===== src/rtl/cursor_ctrl_if.sv =====
// Joystick-in / cursor-out bundle between the SPI reader, cursor_ctrl and the sprite renderer.
interface cursor_ctrl_if #(
    parameter int unsigned JW = 10,
    parameter int unsigned PW = 10
);
    logic          tick;
    logic          recenter;
    logic          enable;
    logic [JW-1:0] joy_x;
    logic [JW-1:0] joy_y;
    logic [PW-1:0] dot_x;
    logic [PW-1:0] dot_y;
    logic [3:0]    at_edge;
    logic          moving;

    modport master (
        output tick, recenter, enable, joy_x, joy_y,
        input  dot_x, dot_y, at_edge, moving
    );

    modport slave (
        input  tick, recenter, enable, joy_x, joy_y,
        output dot_x, dot_y, at_edge, moving
    );
endinterface


===== src/rtl/cursor_ctrl.sv =====
// Joystick-to-cursor controller: zone decode, per-axis hold acceleration, clamped position update per tick edge.
module cursor_ctrl #(
    parameter int unsigned JW          = 10,
    parameter int unsigned PW          = 10,
    parameter int unsigned X_MIN       = 574,
    parameter int unsigned X_MAX       = 734,
    parameter int unsigned Y_MIN       = 71,
    parameter int unsigned Y_MAX       = 471,
    parameter int unsigned X_INIT      = 724,
    parameter int unsigned Y_INIT      = 171,
    parameter int unsigned TH_FAR_LO   = 150,
    parameter int unsigned TH_NEAR_LO  = 400,
    parameter int unsigned TH_NEAR_HI  = 600,
    parameter int unsigned TH_FAR_HI   = 850,
    parameter int unsigned STEP_SLOW   = 10,
    parameter int unsigned STEP_FAST   = 20,
    parameter int unsigned ACCEL_TICKS = 8,
    parameter int unsigned STEP_MAX    = 40,
    parameter bit          X_INV       = 1'b1,
    parameter bit          Y_INV       = 1'b0
) (
    input logic          clk,
    input logic          clr_n,
    cursor_ctrl_if.slave bus
);
    localparam int unsigned SW       = PW + 1;
    localparam int unsigned HW       = $clog2(ACCEL_TICKS + 1);
    localparam int unsigned ACC_SLOW = (2 * STEP_SLOW > STEP_MAX) ? STEP_MAX : 2 * STEP_SLOW;
    localparam int unsigned ACC_FAST = (2 * STEP_FAST > STEP_MAX) ? STEP_MAX : 2 * STEP_FAST;

    if (!(X_MIN <= X_INIT && X_INIT <= X_MAX && Y_MIN <= Y_INIT && Y_INIT <= Y_MAX &&
          STEP_MAX >= STEP_FAST && STEP_FAST >= STEP_SLOW && STEP_SLOW > 0)) begin : g_param_err
        $error("cursor_ctrl: illegal bound/init or step parameter set");
    end

    typedef enum logic [1:0] {ST_IDLE = 2'd0, ST_RUN = 2'd1, ST_ACCEL = 2'd2} state_t;

    // axis index 0 = x, 1 = y
    state_t             r_state [2];
    state_t             w_state_nxt [2];
    logic [HW-1:0]      r_hold [2];
    logic [HW-1:0]      w_hold_nxt [2];
    logic signed [1:0]  r_dir [2];
    logic signed [1:0]  w_dir_nxt [2];
    logic [PW-1:0]      r_pos [2];
    logic [PW-1:0]      w_pos_nxt [2];
    logic               r_tick_d;
    logic               r_moving;
    logic               w_moving_nxt;
    logic               w_upd;
    logic [JW-1:0]      w_sample [2];
    logic [PW-1:0]      w_min [2];
    logic [PW-1:0]      w_max [2];
    logic [PW-1:0]      w_init [2];
    logic               w_inv [2];
    logic signed [1:0]  w_dir [2];
    logic               w_fast [2];
    logic [SW-1:0]      w_step [2];
    logic signed [SW-1:0] w_sum [2];

    assign w_sample[0] = bus.joy_x;
    assign w_sample[1] = bus.joy_y;
    assign w_min[0]    = PW'(X_MIN);
    assign w_min[1]    = PW'(Y_MIN);
    assign w_max[0]    = PW'(X_MAX);
    assign w_max[1]    = PW'(Y_MAX);
    assign w_init[0]   = PW'(X_INIT);
    assign w_init[1]   = PW'(Y_INIT);
    assign w_inv[0]    = X_INV;
    assign w_inv[1]    = Y_INV;

    assign w_upd = bus.tick & ~r_tick_d & bus.enable & ~bus.recenter;

    // Zone decode: direction (sign-flipped by INV) and fast/slow band per axis.
    always_comb begin
        for (int a = 0; a < 2; a++) begin
            w_dir[a]  = 2'sd0;
            w_fast[a] = 1'b0;
            if (w_sample[a] < JW'(TH_FAR_LO)) begin
                w_dir[a]  = -2'sd1;
                w_fast[a] = 1'b1;
            end else if (w_sample[a] < JW'(TH_NEAR_LO)) begin
                w_dir[a]  = -2'sd1;
            end else if (w_sample[a] > JW'(TH_FAR_HI)) begin
                w_dir[a]  = 2'sd1;
                w_fast[a] = 1'b1;
            end else if (w_sample[a] > JW'(TH_NEAR_HI)) begin
                w_dir[a]  = 2'sd1;
            end
            if (w_inv[a]) begin
                w_dir[a] = -w_dir[a];
            end
        end
    end

    // FSM state register: state, hold count and last direction per axis.
    always_ff @(posedge clk or negedge clr_n) begin
        if (!clr_n) begin
            for (int a = 0; a < 2; a++) begin
                r_state[a] <= ST_IDLE;
                r_hold[a]  <= '0;
                r_dir[a]   <= 2'sd0;
            end
        end else begin
            for (int a = 0; a < 2; a++) begin
                r_state[a] <= w_state_nxt[a];
                r_hold[a]  <= w_hold_nxt[a];
                r_dir[a]   <= w_dir_nxt[a];
            end
        end
    end

    // FSM next state: a reversal restarts the hold count, same direction counts up to saturation.
    always_comb begin
        for (int a = 0; a < 2; a++) begin
            w_state_nxt[a] = r_state[a];
            w_hold_nxt[a]  = r_hold[a];
            w_dir_nxt[a]   = r_dir[a];
            if (!bus.enable || bus.recenter) begin
                w_state_nxt[a] = ST_IDLE;
                w_hold_nxt[a]  = '0;
                w_dir_nxt[a]   = 2'sd0;
            end else if (w_upd) begin
                if (w_dir[a] == 2'sd0) begin
                    w_state_nxt[a] = ST_IDLE;
                    w_hold_nxt[a]  = '0;
                    w_dir_nxt[a]   = 2'sd0;
                end else begin
                    if (r_state[a] == ST_IDLE || w_dir[a] != r_dir[a]) begin
                        w_hold_nxt[a] = HW'(1);
                    end else if (r_hold[a] < HW'(ACCEL_TICKS)) begin
                        w_hold_nxt[a] = r_hold[a] + HW'(1);
                    end
                    w_dir_nxt[a]   = w_dir[a];
                    w_state_nxt[a] = (w_hold_nxt[a] >= HW'(ACCEL_TICKS)) ? ST_ACCEL : ST_RUN;
                end
            end
        end
    end

    // FSM outputs: step size from band and current state, clamped next position and moving flag.
    always_comb begin
        w_moving_nxt = 1'b0;
        for (int a = 0; a < 2; a++) begin
            w_step[a]    = '0;
            w_sum[a]     = '0;
            w_pos_nxt[a] = r_pos[a];
            if (r_state[a] == ST_ACCEL && w_dir[a] == r_dir[a]) begin
                w_step[a] = w_fast[a] ? SW'(ACC_FAST) : SW'(ACC_SLOW);
            end else begin
                w_step[a] = w_fast[a] ? SW'(STEP_FAST) : SW'(STEP_SLOW);
            end
            w_sum[a] = $signed({1'b0, r_pos[a]}) +
                       ((w_dir[a] == 2'sd1) ? $signed(w_step[a]) : -$signed(w_step[a]));
            if (bus.recenter) begin
                w_pos_nxt[a] = w_init[a];
            end else if (w_upd && w_dir[a] != 2'sd0) begin
                if (w_sum[a] > $signed({1'b0, w_max[a]})) begin
                    w_pos_nxt[a] = w_max[a];
                end else if (w_sum[a] < $signed({1'b0, w_min[a]})) begin
                    w_pos_nxt[a] = w_min[a];
                end else begin
                    w_pos_nxt[a] = w_sum[a][PW-1:0];
                end
            end
            if (w_upd && w_pos_nxt[a] != r_pos[a]) begin
                w_moving_nxt = 1'b1;
            end
        end
    end

    // Datapath registers; tick_d resets high so a tick held through reset is not an edge.
    always_ff @(posedge clk or negedge clr_n) begin
        if (!clr_n) begin
            r_pos[0] <= PW'(X_INIT);
            r_pos[1] <= PW'(Y_INIT);
            r_tick_d <= 1'b1;
            r_moving <= 1'b0;
        end else begin
            r_pos[0] <= w_pos_nxt[0];
            r_pos[1] <= w_pos_nxt[1];
            r_tick_d <= bus.tick;
            r_moving <= w_moving_nxt;
        end
    end

    assign bus.dot_x   = r_pos[0];
    assign bus.dot_y   = r_pos[1];
    assign bus.moving  = r_moving;
    assign bus.at_edge = {r_pos[1] == PW'(Y_MAX), r_pos[1] == PW'(Y_MIN),
                          r_pos[0] == PW'(X_MAX), r_pos[0] == PW'(X_MIN)};
endmodule


===== src/flat_wrapper.sv =====
// flat-port wrapper written by rule: the top's interface ports become plain ports
module cursor_ctrl_flat 
#(
    parameter int unsigned JW          = 10,
    parameter int unsigned PW          = 10,
    parameter int unsigned X_MIN       = 574,
    parameter int unsigned X_MAX       = 734,
    parameter int unsigned Y_MIN       = 71,
    parameter int unsigned Y_MAX       = 471,
    parameter int unsigned X_INIT      = 724,
    parameter int unsigned Y_INIT      = 171,
    parameter int unsigned TH_FAR_LO   = 150,
    parameter int unsigned TH_NEAR_LO  = 400,
    parameter int unsigned TH_NEAR_HI  = 600,
    parameter int unsigned TH_FAR_HI   = 850,
    parameter int unsigned STEP_SLOW   = 10,
    parameter int unsigned STEP_FAST   = 20,
    parameter int unsigned ACCEL_TICKS = 8,
    parameter int unsigned STEP_MAX    = 40,
    parameter bit          X_INV       = 1'b1,
    parameter bit          Y_INV       = 1'b0
)
  (clk, clr_n, bus_tick, bus_recenter, bus_enable, bus_joy_x, bus_joy_y, bus_dot_x, bus_dot_y, bus_at_edge, bus_moving);
  cursor_ctrl_if #(.JW(JW), .PW(PW)) bus_i ();
  input logic clk;
  input logic clr_n;
  input wire logic [$bits(bus_i.tick)-1:0] bus_tick;
  input wire logic [$bits(bus_i.recenter)-1:0] bus_recenter;
  input wire logic [$bits(bus_i.enable)-1:0] bus_enable;
  input wire logic [$bits(bus_i.joy_x)-1:0] bus_joy_x;
  input wire logic [$bits(bus_i.joy_y)-1:0] bus_joy_y;
  output wire logic [$bits(bus_i.dot_x)-1:0] bus_dot_x;
  output wire logic [$bits(bus_i.dot_y)-1:0] bus_dot_y;
  output wire logic [$bits(bus_i.at_edge)-1:0] bus_at_edge;
  output wire logic [$bits(bus_i.moving)-1:0] bus_moving;
  assign bus_i.tick = bus_tick;
  assign bus_i.recenter = bus_recenter;
  assign bus_i.enable = bus_enable;
  assign bus_i.joy_x = bus_joy_x;
  assign bus_i.joy_y = bus_joy_y;
  assign bus_dot_x = bus_i.dot_x;
  assign bus_dot_y = bus_i.dot_y;
  assign bus_at_edge = bus_i.at_edge;
  assign bus_moving = bus_i.moving;
  cursor_ctrl #(.JW(JW), .PW(PW), .X_MIN(X_MIN), .X_MAX(X_MAX), .Y_MIN(Y_MIN), .Y_MAX(Y_MAX), .X_INIT(X_INIT), .Y_INIT(Y_INIT), .TH_FAR_LO(TH_FAR_LO), .TH_NEAR_LO(TH_NEAR_LO), .TH_NEAR_HI(TH_NEAR_HI), .TH_FAR_HI(TH_FAR_HI), .STEP_SLOW(STEP_SLOW), .STEP_FAST(STEP_FAST), .ACCEL_TICKS(ACCEL_TICKS), .STEP_MAX(STEP_MAX), .X_INV(X_INV), .Y_INV(Y_INV)) u_core (.clk(clk), .clr_n(clr_n), .bus(bus_i));
endmodule

===== config.mk =====
export PLATFORM = sky130hd
export DESIGN_NAME = cursor_ctrl_flat
export DESIGN_NICKNAME = d
export VERILOG_FILES = /design/src/rtl/cursor_ctrl_if.sv /design/src/rtl/cursor_ctrl.sv /design/src/flat_wrapper.sv
export SDC_FILE = /design/constraint.sdc
export NUM_CORES = 1
export LEC_CHECK = 0
export ABC_AREA = 1
export CAP_MARGIN = 20
export CORE_MARGIN = 5
export CORE_UTILIZATION = 30
export CTS_CLUSTER_SIZE = 40
export DETAILED_ROUTE_END_ITERATION = 7
export GPL_ROUTABILITY_DRIVEN = 0
export SYNTH_ARGS = -nofsm -noshare
export SYNTH_HDL_FRONTEND = slang
export SYNTH_SLANG_ARGS = --single-unit

===== constraint.sdc =====
create_clock -name clk -period 3.99 [get_ports clk]
set_input_delay 0.798 -clock clk [delete_from_list [all_inputs] [get_ports clk]]
set_output_delay 0.798 -clock clk [all_outputs]
set_load 0.01 [all_outputs]

==> impl_metrics.yaml <==
grt:
  grt_pass1_vias: 4584
  grt_usage_pct: 16.5
  grt_antenna_before_repair: 0
  grt_pass1_wl_um: 20700
  grt-ovfl-total: 0
  grt_max_degree: 39
clocking:
  clkSinkCount: 38
  cts_hold_buf: 0
  worst_skew_pair.late_latency_ns: 0.28
  cts_max_level: 2
  clockBufferDepth: 2
  clkTransAtPathRegs_ns: 0.06
  cts_tree: "yes"
  root_buffer: "clkbuf_16"
  cts_buffers: 5
worst_hold_path:
  hold_path_class: "register to register"
  holdPathEnd: "u_core.bus.dot_y[0]"
  hold_path_depth: 2
  min-delay-start: "u_core.bus.dot_y[0]"
critical_path:
  cp_slowest_stage_delay_ns: 0.29
  path_buf_inv: 5
  end_kind: "register"
  worstRegToRegCells: 30
  crit_required_ns: 4.16
  r2r_start: "u_core.r_dir[1]"
  timing.rr.end: "u_core.bus.moving"
  crit_type: "primary input to register"
  path_common_cell: "nand2_1"
  critical_path_peak_fanout: 6
  critPathTopFamily: "simple AND/OR/NAND/NOR gates"
  regToRegSetupSlack_ns: 0.06
  crit_cells: 36
  crit_arrival_ns: 4.80
  start_kind: "primary input"
  slowest_stage: "ha_4"
outcome:
  failed_checks: "negative setup slack"
  status: "complete, but fails checks"
detailed_routing:
  vias_per_cell: 4.91
  routedWlPerCell_um: 13.4
  ant_nets: 0
  dr_total_vias: 4650
  drcViolationCount: 0
  wl_um: 12700
  dr.pass1.iters: 5
  drtIter0Drc: 240
floorplan:
  fp.dieH_um: 124
  num_rows: 41
  die_area_um2: 15300
  dieWidth_um: 124
  num_io_pins: 50
  core_um2: 12700
  initial_core_util_pct: 30.6
synth:
  synth.distinct_cells: 42
  yosys-top-cells-area: "dfrtp_1 (17%), nand2_1 (16%), inv_1 (11%)"
  synth_nets: 666
  yosysTopAreaCell: "dfrtp_1"
  syn_area_um2: 3880
  ys_seq_area_share_pct: 24.9
  synth.top_cell.area_share_pct: 17.4
  synth_seq_cells: 38
  syn_area_per_cell_um2: 6.35
  synth_cells: 611
  yosysWarnings: 0
final_layout:
  drive_gt1_share_pct: 42.0
  num_antenna_cells: 0
  fin_cells: 948
  area_growth_pct: 64.0
  final_cell_area_um2: 6360
  nNetsFinal: 830
  fillers: 1217
  multiInputGateArea_um2: 3150
  regArea_um2: 965
sta:
  worst_slack_ns: -0.641
  skew_ns: 0.00980
  final_hold_viol_count: 0
  slew_violations: 0
  rsz0062_at_grt: "yes"
  fmax_mhz: 216
  fin_crit_sh_pct: 116
  setup_tns_ns: -4.53
  timing.hold.ws_ns: 0.554
  tightest_slew_ns: 0.883
  setup-violations-final: 18
  fin_crit_ns: 4.63
  relSlewSlack_pct: 41.1
placed_design:
  portBuffers: 49
  dp.cells: 909
  dpl_cell_area_um2: 5290
  dp_hpwl_um: 8940
power_and_ir_drop:
  peakVddDrop_mv: 0.149
  power_density_nw_per_um2: 257
  power_leakage_nw: 3.08
job:
  drv_cap: 0
-- flip-flops by register name (all words and copies together) (netlist names) --
name,count
u_core.bus.dot_x,10
u_core.bus.dot_y,10
u_core.r_hold,8
u_core.r_dir,4
u_core.r_state,4
u_core.bus.moving,1
u_core.r_tick_d,1
-- final cells by class --
class	instances	area share [%]
multi-input cells	446	49.5
repair buffers	164	21.8
flip-flops and latches	38	15.2
inverters	120	7.47
well taps	172	3.38
clock buffers	7	2.24
clock inverters	1	0.472
-- through the flow --
stage | total power (W) | utilization, % | setup slack [ns]
6_report | 0.00164 | 50.2 | -0.641
5_1_grt | 0.00173 | 50.2 | -0.911
4_1_cts | 0.00156 | 47.4 | -0.555
3_5_place_dp | 0.000959 | 41.8 | -1.66
3_3_place_gp | 0.000950 | 41.8 | -1.59
2_1_floorplan | 0.000734 | - | -0.626
-- tightest hold or removal path: stages, from the launching register on --
cell and delay [ns]:
dfstp_2 0.39, inv_1 0.09, nand3_2 0.07
-- logic make-up (layout without fill, tap and decap cells) --
logic type | count (synthesis) | in the layout | share of synthesized area (%)
buffers and inverters | 128 | 292 | 12.8
AND/OR/NAND/NOR | 328 | 329 | 38.1
AO/OA/AOI/OAI | 77 | 77 | 11.8
adder cells (fa/ha/maj) | 30 | 30 | 10.1
XOR/XNOR | 10 | 10 | 2.45
flip-flops | 38 | 38 | 24.9
-- metal layers --
layer	GRT usage, %	part of all wire, %
met1	21.6	43
met2	28.5	50
met3	1.77	4.0
met4	5.26	2.4
met5	0	0
-- report_power, final --
part / switching, W / internal (W)
clock: 0.000154 / 0.000312
combinational: 0.000406 / 0.000354
sequential: 0.0000131 / 0.000396
-- worst max path at each step --
| stage | end | slack (ns) | from |
|---|---|---|---|
| final | u_core.bus.moving | -0.64 | bus_joy_x[6] |
| after global routing | u_core.bus.moving | -0.91 | bus_joy_x[6] |
| after CTS | u_core.bus.moving | -0.56 | bus_joy_x[9] |
| after detailed placement | u_core.bus.moving | -1.66 | bus_joy_x[4] |
| after global placement | u_core.bus.moving | -1.59 | bus_joy_x[4] |
| after floorplan | u_core.bus.moving | -0.63 | bus_joy_x[4] |
-- placed cells by master (no fill, tap or decap), types with 8 or more instances in the layout --
cell,count
dfstp_2,11
o22ai_1,8
inv_2,25
ha_1,16
ha_4,10
buf_4,101
nand2_4,15
nand2_1,119
clkdlybuf4s50_1,28
nor2_1,34
nand3_2,21
inv_1,89
dfrtp_1,27
o21ai_0,18
nand2_2,41
a21oi_1,20
nand4_1,21
buf_6,22
nand3_1,35
-- cell usage after synthesis --
| cell | count |
|---|---|
| dfstp_2 | 11 |
| nor3b_1 | 1 |
| inv_2 | 5 |
| xnor2_1 | 4 |
| nand3_1 | 55 |
| o31a_1 | 1 |
| xor2_2 | 1 |
| inv_1 | 115 |
| nor4_1 | 6 |
| buf_6 | 1 |
| a31oi_1 | 3 |
| o21ai_0 | 26 |
| buf_4 | 1 |
| nor3_2 | 1 |
| o32ai_1 | 2 |
| nand2_4 | 1 |
| nor3_1 | 9 |
| o22ai_1 | 8 |
| or2_2 | 2 |
| nand3b_1 | 5 |
| ha_1 | 28 |
| nor2_1 | 47 |
| a311oi_1 | 1 |
| nand2_2 | 9 |
| o221ai_1 | 1 |
| buf_2 | 3 |
| a32o_1 | 1 |
| nand3_2 | 4 |
| xor2_1 | 5 |
| clkbuf_1 | 3 |
| o211ai_1 | 4 |
| nand4_1 | 21 |
| and3_1 | 1 |
| fa_1 | 2 |
| nor2_4 | 1 |
| o21ai_1 | 1 |
| nand2_1 | 165 |
| o21bai_1 | 1 |
| a21oi_1 | 26 |
| o21ai_4 | 1 |
| dfrtp_1 | 27 |
| a21oi_4 | 1 |
-- what timing repair did --
action / 4_1_cts / 5_1_grt
pin swaps: 82 / 63
gates cloned: 1 / 0
gates resized for setup: 187 / 92
setup buffers: 26 / 13
setup endpoints to repair: 18 / 18
Note: power is estimated with default switching activity, not from simulation.
